$ cat src/rtl/video_req_scheduler.sv
// Video layer request scheduler.
// Tracks frame phase from raw vsync and grants one of two layers per pixel
// from the opaque-pixel flags. Layer config is double-buffered and takes
// effect at the next frame boundary. Optional per-frame collision counting
// is compiled in when VIDEO_SCHED_COLLIDE_EN is defined.
module video_req_scheduler #(
   parameter int unsigned CNT_W = 16
) (
   input  logic             i_clk,
   input  logic             i_rst_n,
   input  logic             i_vsync,
   input  logic             i_hsync,
   input  logic [1:0]       i_hit,
   input  logic             i_cfg_valid,
   input  logic [1:0]       i_cfg_en,
   input  logic             i_cfg_swap,
   output logic             o_cfg_ready,
   output logic [1:0]       o_req,
   output logic             o_vsync,
   output logic             o_hsync,
   output logic             o_collide,
   output logic [CNT_W-1:0] o_collide_cnt
);

   typedef enum logic [1:0] {
      ST_WAIT   = 2'd0,
      ST_VBLANK = 2'd1,
      ST_ACTIVE = 2'd2
   } state_e;

   state_e      state_q, state_d;
   logic        vsync_q;
   logic        hsync_q;
   logic [1:0]  req_q, req_d;
   logic        cfg_ready_q, cfg_ready_d;
   logic [1:0]  shadow_en_q, shadow_en_d;
   logic        shadow_swap_q, shadow_swap_d;
   logic [1:0]  active_en_q, active_en_d;
   logic        active_swap_q, active_swap_d;

   logic        vs_rise_c;
   logic        vs_fall_c;
   logic        pixel_live_c;
   logic [1:0]  cand_c;

   // Edges are taken against the registered vsync, which also serves as o_vsync.
   assign vs_rise_c    = i_vsync & ~vsync_q;
   assign vs_fall_c    = ~i_vsync & vsync_q;
   assign pixel_live_c = (state_q == ST_ACTIVE) && !i_hsync;
   assign cand_c       = i_hit & active_en_q;

   // State and output registers.
   always_ff @(posedge i_clk or negedge i_rst_n) begin
      if (!i_rst_n) begin
         state_q       <= ST_WAIT;
         vsync_q       <= 1'b0;
         hsync_q       <= 1'b0;
         req_q         <= 2'b00;
         cfg_ready_q   <= 1'b1;
         shadow_en_q   <= 2'b00;
         shadow_swap_q <= 1'b0;
         active_en_q   <= 2'b11;
         active_swap_q <= 1'b0;
      end else begin
         state_q       <= state_d;
         vsync_q       <= i_vsync;
         hsync_q       <= i_hsync;
         req_q         <= req_d;
         cfg_ready_q   <= cfg_ready_d;
         shadow_en_q   <= shadow_en_d;
         shadow_swap_q <= shadow_swap_d;
         active_en_q   <= active_en_d;
         active_swap_q <= active_swap_d;
      end
   end

   // Frame FSM, layer grant and config double-buffer next-state logic.
   always_comb begin
      state_d       = state_q;
      req_d         = 2'b00;
      cfg_ready_d   = cfg_ready_q;
      shadow_en_d   = shadow_en_q;
      shadow_swap_d = shadow_swap_q;
      active_en_d   = active_en_q;
      active_swap_d = active_swap_q;

      unique case (state_q)
         ST_WAIT:   if (vs_rise_c) state_d = ST_VBLANK;
         ST_VBLANK: if (vs_fall_c) state_d = ST_ACTIVE;
         ST_ACTIVE: if (vs_rise_c) state_d = ST_VBLANK;
         default:   state_d = ST_WAIT;
      endcase

      // Two opaque candidates: layer 1 wins unless swap gives priority to layer 0.
      if (pixel_live_c) begin
         if (cand_c == 2'b11) begin
            req_d = active_swap_q ? 2'b01 : 2'b10;
         end else begin
            req_d = cand_c;
         end
      end

      // Pending config (ready low) is promoted at the frame boundary.
      if (vs_rise_c && !cfg_ready_q) begin
         active_en_d   = shadow_en_q;
         active_swap_d = shadow_swap_q;
         cfg_ready_d   = 1'b1;
      end

      // A transfer can only occur while nothing is pending, so it never
      // collides with the promotion above; a boundary-cycle transfer waits
      // for the following boundary.
      if (i_cfg_valid && cfg_ready_q) begin
         shadow_en_d   = i_cfg_en;
         shadow_swap_d = i_cfg_swap;
         cfg_ready_d   = 1'b0;
      end
   end

   assign o_req       = req_q;
   assign o_vsync     = vsync_q;
   assign o_hsync     = hsync_q;
   assign o_cfg_ready = cfg_ready_q;

`ifdef VIDEO_SCHED_COLLIDE_EN
   localparam logic [CNT_W-1:0] CNT_MAX = {CNT_W{1'b1}};

   logic [CNT_W-1:0] cnt_q, cnt_d;
   logic             collide_q, collide_d;
   logic [CNT_W-1:0] collide_cnt_q, collide_cnt_d;
   logic             hit_both_c;

   assign hit_both_c = pixel_live_c && (i_hit == 2'b11) && (active_en_q == 2'b11);

   // Collision counter and previous-frame result registers.
   always_ff @(posedge i_clk or negedge i_rst_n) begin
      if (!i_rst_n) begin
         cnt_q         <= '0;
         collide_q     <= 1'b0;
         collide_cnt_q <= '0;
      end else begin
         cnt_q         <= cnt_d;
         collide_q     <= collide_d;
         collide_cnt_q <= collide_cnt_d;
      end
   end

   // Boundary publishes and clears the count; otherwise saturating increment.
   always_comb begin
      cnt_d         = cnt_q;
      collide_d     = collide_q;
      collide_cnt_d = collide_cnt_q;
      if (vs_rise_c) begin
         collide_cnt_d = cnt_q;
         collide_d     = (cnt_q != '0);
         cnt_d         = '0;
      end else if (hit_both_c && (cnt_q != CNT_MAX)) begin
         cnt_d = cnt_q + CNT_W'(1);
      end
   end

   assign o_collide     = collide_q;
   assign o_collide_cnt = collide_cnt_q;
`else
   assign o_collide     = 1'b0;
   assign o_collide_cnt = '0;
`endif

endmodule

$ cat config.mk
export PLATFORM = sky130hd
export DESIGN_NAME = video_req_scheduler
export DESIGN_NICKNAME = d
export VERILOG_FILES = /design/src/rtl/video_req_scheduler.sv
export SDC_FILE = /design/constraint.sdc
export NUM_CORES = 1
export LEC_CHECK = 0
export ABC_AREA = 1
export CAP_MARGIN = 20
export CORE_UTILIZATION = 25
export CTS_CLUSTER_DIAMETER = 30
export DETAILED_ROUTE_END_ITERATION = 6
export DONT_BUFFER_PORTS = 1
export PLACE_DENSITY_LB_ADDON = 0.08
export SLEW_MARGIN = 20
export SYNTH_ARGS = -nofsm -noshare
export SYNTH_HDL_FRONTEND = slang
export SYNTH_SLANG_ARGS = --single-unit
$ cat constraint.sdc
create_clock -name i_clk -period 1.4 [get_ports i_clk]
set_input_delay 0.21 -clock i_clk [delete_from_list [all_inputs] [get_ports i_clk]]
set_output_delay 0.21 -clock i_clk [all_outputs]
set_load 0.01 [all_outputs]
Yosys cells after proc, flatten, opt, wreduce, memory -nomap -nowiden
Cells that the tools add are included.
- bits of input ports: 10
- logic and storage cells: 36
- register bits after elaboration: 13
- output and inout bits: 22
- reductions and logical operators: 9
- eq/ne operators: 5
- bitwise logic cells: 5
- mux-type cells: 8
- operators with widths (kind ; count):
    $mux W2 ; 5
    $eq A2 B2 Y1 const B ; 2
    $pmux W2 S2 ; 1
    $logic_and A1 B1 Y1 ; 3
    $and A1 B1 Y1 ; 2
    $and A2 B2 Y2 ; 1
    $eq A2 B1 Y1 const B ; 1
    $logic_not A1 Y1 ; 2
    $logic_not A2 Y1 ; 1
    $mux W1 ; 2
    $ne A2 B1 Y1 const B ; 1
    $ne A2 B2 Y1 const B ; 1
    $not A1 Y1 ; 2
    $reduce_and A2 Y1 ; 1
    $reduce_bool A2 Y1 ; 1
    $reduce_or A2 Y1 ; 1

Logic depth before layout (Yosys ltp)
- word-level depth: 5
- gate-level depth with buffers: 4
- depth with buffers taken out: 4

Least setup slack after synthesis
Ideal clock, no wire load.
- kind: register to register
- start: register cfg_ready_q (netlist: o_cfg_ready)
- end: register active_swap_q
- required time: 1.335 ns
- period minus slack after synthesis: 0.891 ns
- data arrival time: 0.826 ns
- path buffers: 0
- stages on the path, launching flop included: 5
- setup slack: 0.509 ns
- setup time: 0.065 ns
- cell sequence: dfstp_2 inv_2 nand3_2 nand2_1 nand2_1
- word-level cells in the longest chain between the ends: 2
- RTL lines (item ; RTL line ; text):
    from (decl) ; 35 ; logic cfg_ready_q, cfg_ready_d;
    from (signal assigned) ; 69 ; cfg_ready_q <= cfg_ready_d;
    $logic_not A1 Y1 ; 104 ; if (vs_rise_c && !cfg_ready_q) begin
    $logic_and A1 B1 Y1 ; 104 ;
    to (signal assigned) ; 73 ; active_swap_q <= active_swap_d;
    to (decl) ; 39 ; logic active_swap_q, active_swap_d;
Every way passes these cells.
A chain may end at the register's enable or synchronous reset.

Worst setup path after layout
- start: register cfg_ready_q (netlist: o_cfg_ready)
- end: output port o_cfg_ready
- RTL lines (item ; RTL line ; text):
    to (decl) ; 17 ; output logic o_cfg_ready,
No word-level cell between the ends.

==> run summary <==
max cap viols - 0
DRT iter0 DRCs - 8
pin count of the biggest net entering global routing - 14
Synth cell types - 14
CTS tree - yes
setup TNS - 0 ns
CTS Buffer Depth - 2
final antenna-violating net count - 0
Top Ports - 32
area of the core - 0.00250 sq mm
Post-DP HPWL - 814 um
P_leak - 0.371 nW
1st-pass router iterations - 4
Clock Latency Late Sink - 0.27 ns
final net count - 95
post_cts resized - 0
Row Count - 18
Worst setup startpoint - o_cfg_ready
Worst R2R End - active_en_q[0]
die height - 53.5 um
syn avg cell area - 8.61 sq um
Layout Skew - 0.00241 ns
number of H-tree levels - 1
cell count along the critical path - 0
Starting Density - 0.265
WHS Endpoint - shadow_swap_q
vias in the first global route - 394
Synthesis Warnings - 0
Final Setup Violations - 0
ANT cells - 0
clk root buf - clkbuf_4
global-route wire length before repair - 1.80 mm
min-delay src - i_cfg_swap
die span in x - 53.5 um
worst slew pin tran - 0.608 ns
RD Place Congestion - 0.701
overall power - 0.898 mW
residual DRC count - 0
Tmin final - 1.10 ns
Reg2Reg Depth - 4
most common cell after layout, fill and taps aside - nand2_1
CTS buffer count - 3
CP max FO - 6
maximum VDD drop - 0.000501 V
IO buf count - 0
ratio of cells with drive above 1 in the final layout - 0.119
Rel. slew slack - 0.593
max-slew violations - 0
antenna violations before repair - 0
CTS Sinks - 13
Yosys reg bits - 13
Worst Hold Depth - 2
GRT Residual Overflow - 0
WP data required - 1.19 ns
worst r2r src - o_cfg_ready
part of the cycle the worst path needs - 0.783
crit path capture type - output pin
post-synthesis cell area - 663 sq um
die footprint - 0.00286 sq mm
placed insts - 106
Crit path arrival time - 0.89 ns
critical path class - reg2out
Worst-path clk slew - 0.08 ns
fmax - 912 MHz
final non-filler cell total - 114
wire per inst - 9.41 um
Hold WC Path Type - in2reg
# Post-CTS Setup Buffers - 0
commonest cells after routing, fill and taps aside - nand2_1, conb_1, dfrtp_1
vias post-DR - 446
Setup crit start kind - flop
r2r setup slk - 0.43 ns
RSZ-0062 raised after global routing - no
synth-to-layout area growth - 5.47%
sequential-to-total area share from yosys stat - 0.496
DR vias/cell - 3.91
hold violation total from the final report - 0
GRT Util Overall - 0.0944
PD cells - 1280 mW/mm^2
status - complete, no violations
gate count after technology mapping - 77
final wirelength - 1.07 mm
==> logic make-up after synthesis <==
logic type | after synthesis | synth area share
and+or+nand+nor | 35 | 0.238
buffers and inverters | 25 | 0.238
other | 1 | 0.00565
DFF | 13 | 0.496
AOI/OAI and AO/OA | 3 | 0.0226
==> timing repair <==
item / CTS / global route
hold buffers: 4 / 0
endpoints found under the setup margin: 0 / 0
endpoints found under the hold margin: 16 / 0
==> worst max-delay path by stage <==
stage,slack [ns],end
floorplan,0.51,active_swap_q
global placement,0.46,active_en_q[0]
detailed placement,0.45,active_en_q[0]
CTS,0.28,o_cfg_ready
global route,0.25,o_cfg_ready
finish,0.30,o_cfg_ready
==> cells in the mapped netlist, drive strengths merged <==
cell    n  share of area
nand2  21           0.12
nor2    4          0.034
dfstp   3           0.12
nand3   9          0.075
dfrtp  10           0.38
conb    1         0.0057
o21ai   3          0.023
inv     8          0.045
buf    17           0.19
nand4   1         0.0094
==> flip-flops by register name, indices dropped and copies added (netlist names) <==
register	flops
o_vsync	1
state_q	2
o_req	2
o_hsync	1
o_cfg_ready	1
active_en_q	2
shadow_en_q	2
shadow_swap_q	1
active_swap_q	1
==> metal layers <==
metal  GRT usage  wire length, um  part of all wire  vias to the layer above
li1            -                -                 -                      224
met1       0.105              488              0.45                      195
met2       0.144              475              0.44                       25
met3      0.0661               99             0.092                        2
met4      0.0263               10            0.0093                        0
met5           0                0                 0                        -
==> where the power goes <==
part / switching [mW] / internal, mW / total [mW]
Combinational: 0.0978 / 0.0522 / 0.150
Sequential: 0.0514 / 0.459 / 0.510
Clock: 0.128 / 0.110 / 0.238
==> metrics by stage <==
stage                     cell area (sq um)  hold WS (ns)   util  setup WS (ns)
after floorplan                         723       -0.0856      -          0.509
after global placement                  633       -0.0852  0.253          0.463
after detailed placement                633       -0.0852  0.253          0.446
after CTS                               699        0.0544  0.280          0.285
after global routing                    699        0.0614  0.280          0.255
final                                   699        0.0665  0.280          0.303
==> cell type report <==
cell class / instances / area, sq um
Timing Repair Buffer: 4 / 40.0
Clock buffer: 4 / 26.3
Inverter: 8 / 30.0
Sequential cell: 13 / 329
Tap cell: 30 / 37.5
Multi-Input combinational cell: 55 / 236
Fill cell: 276 / 1800
(Power assumes the default switching activity.)
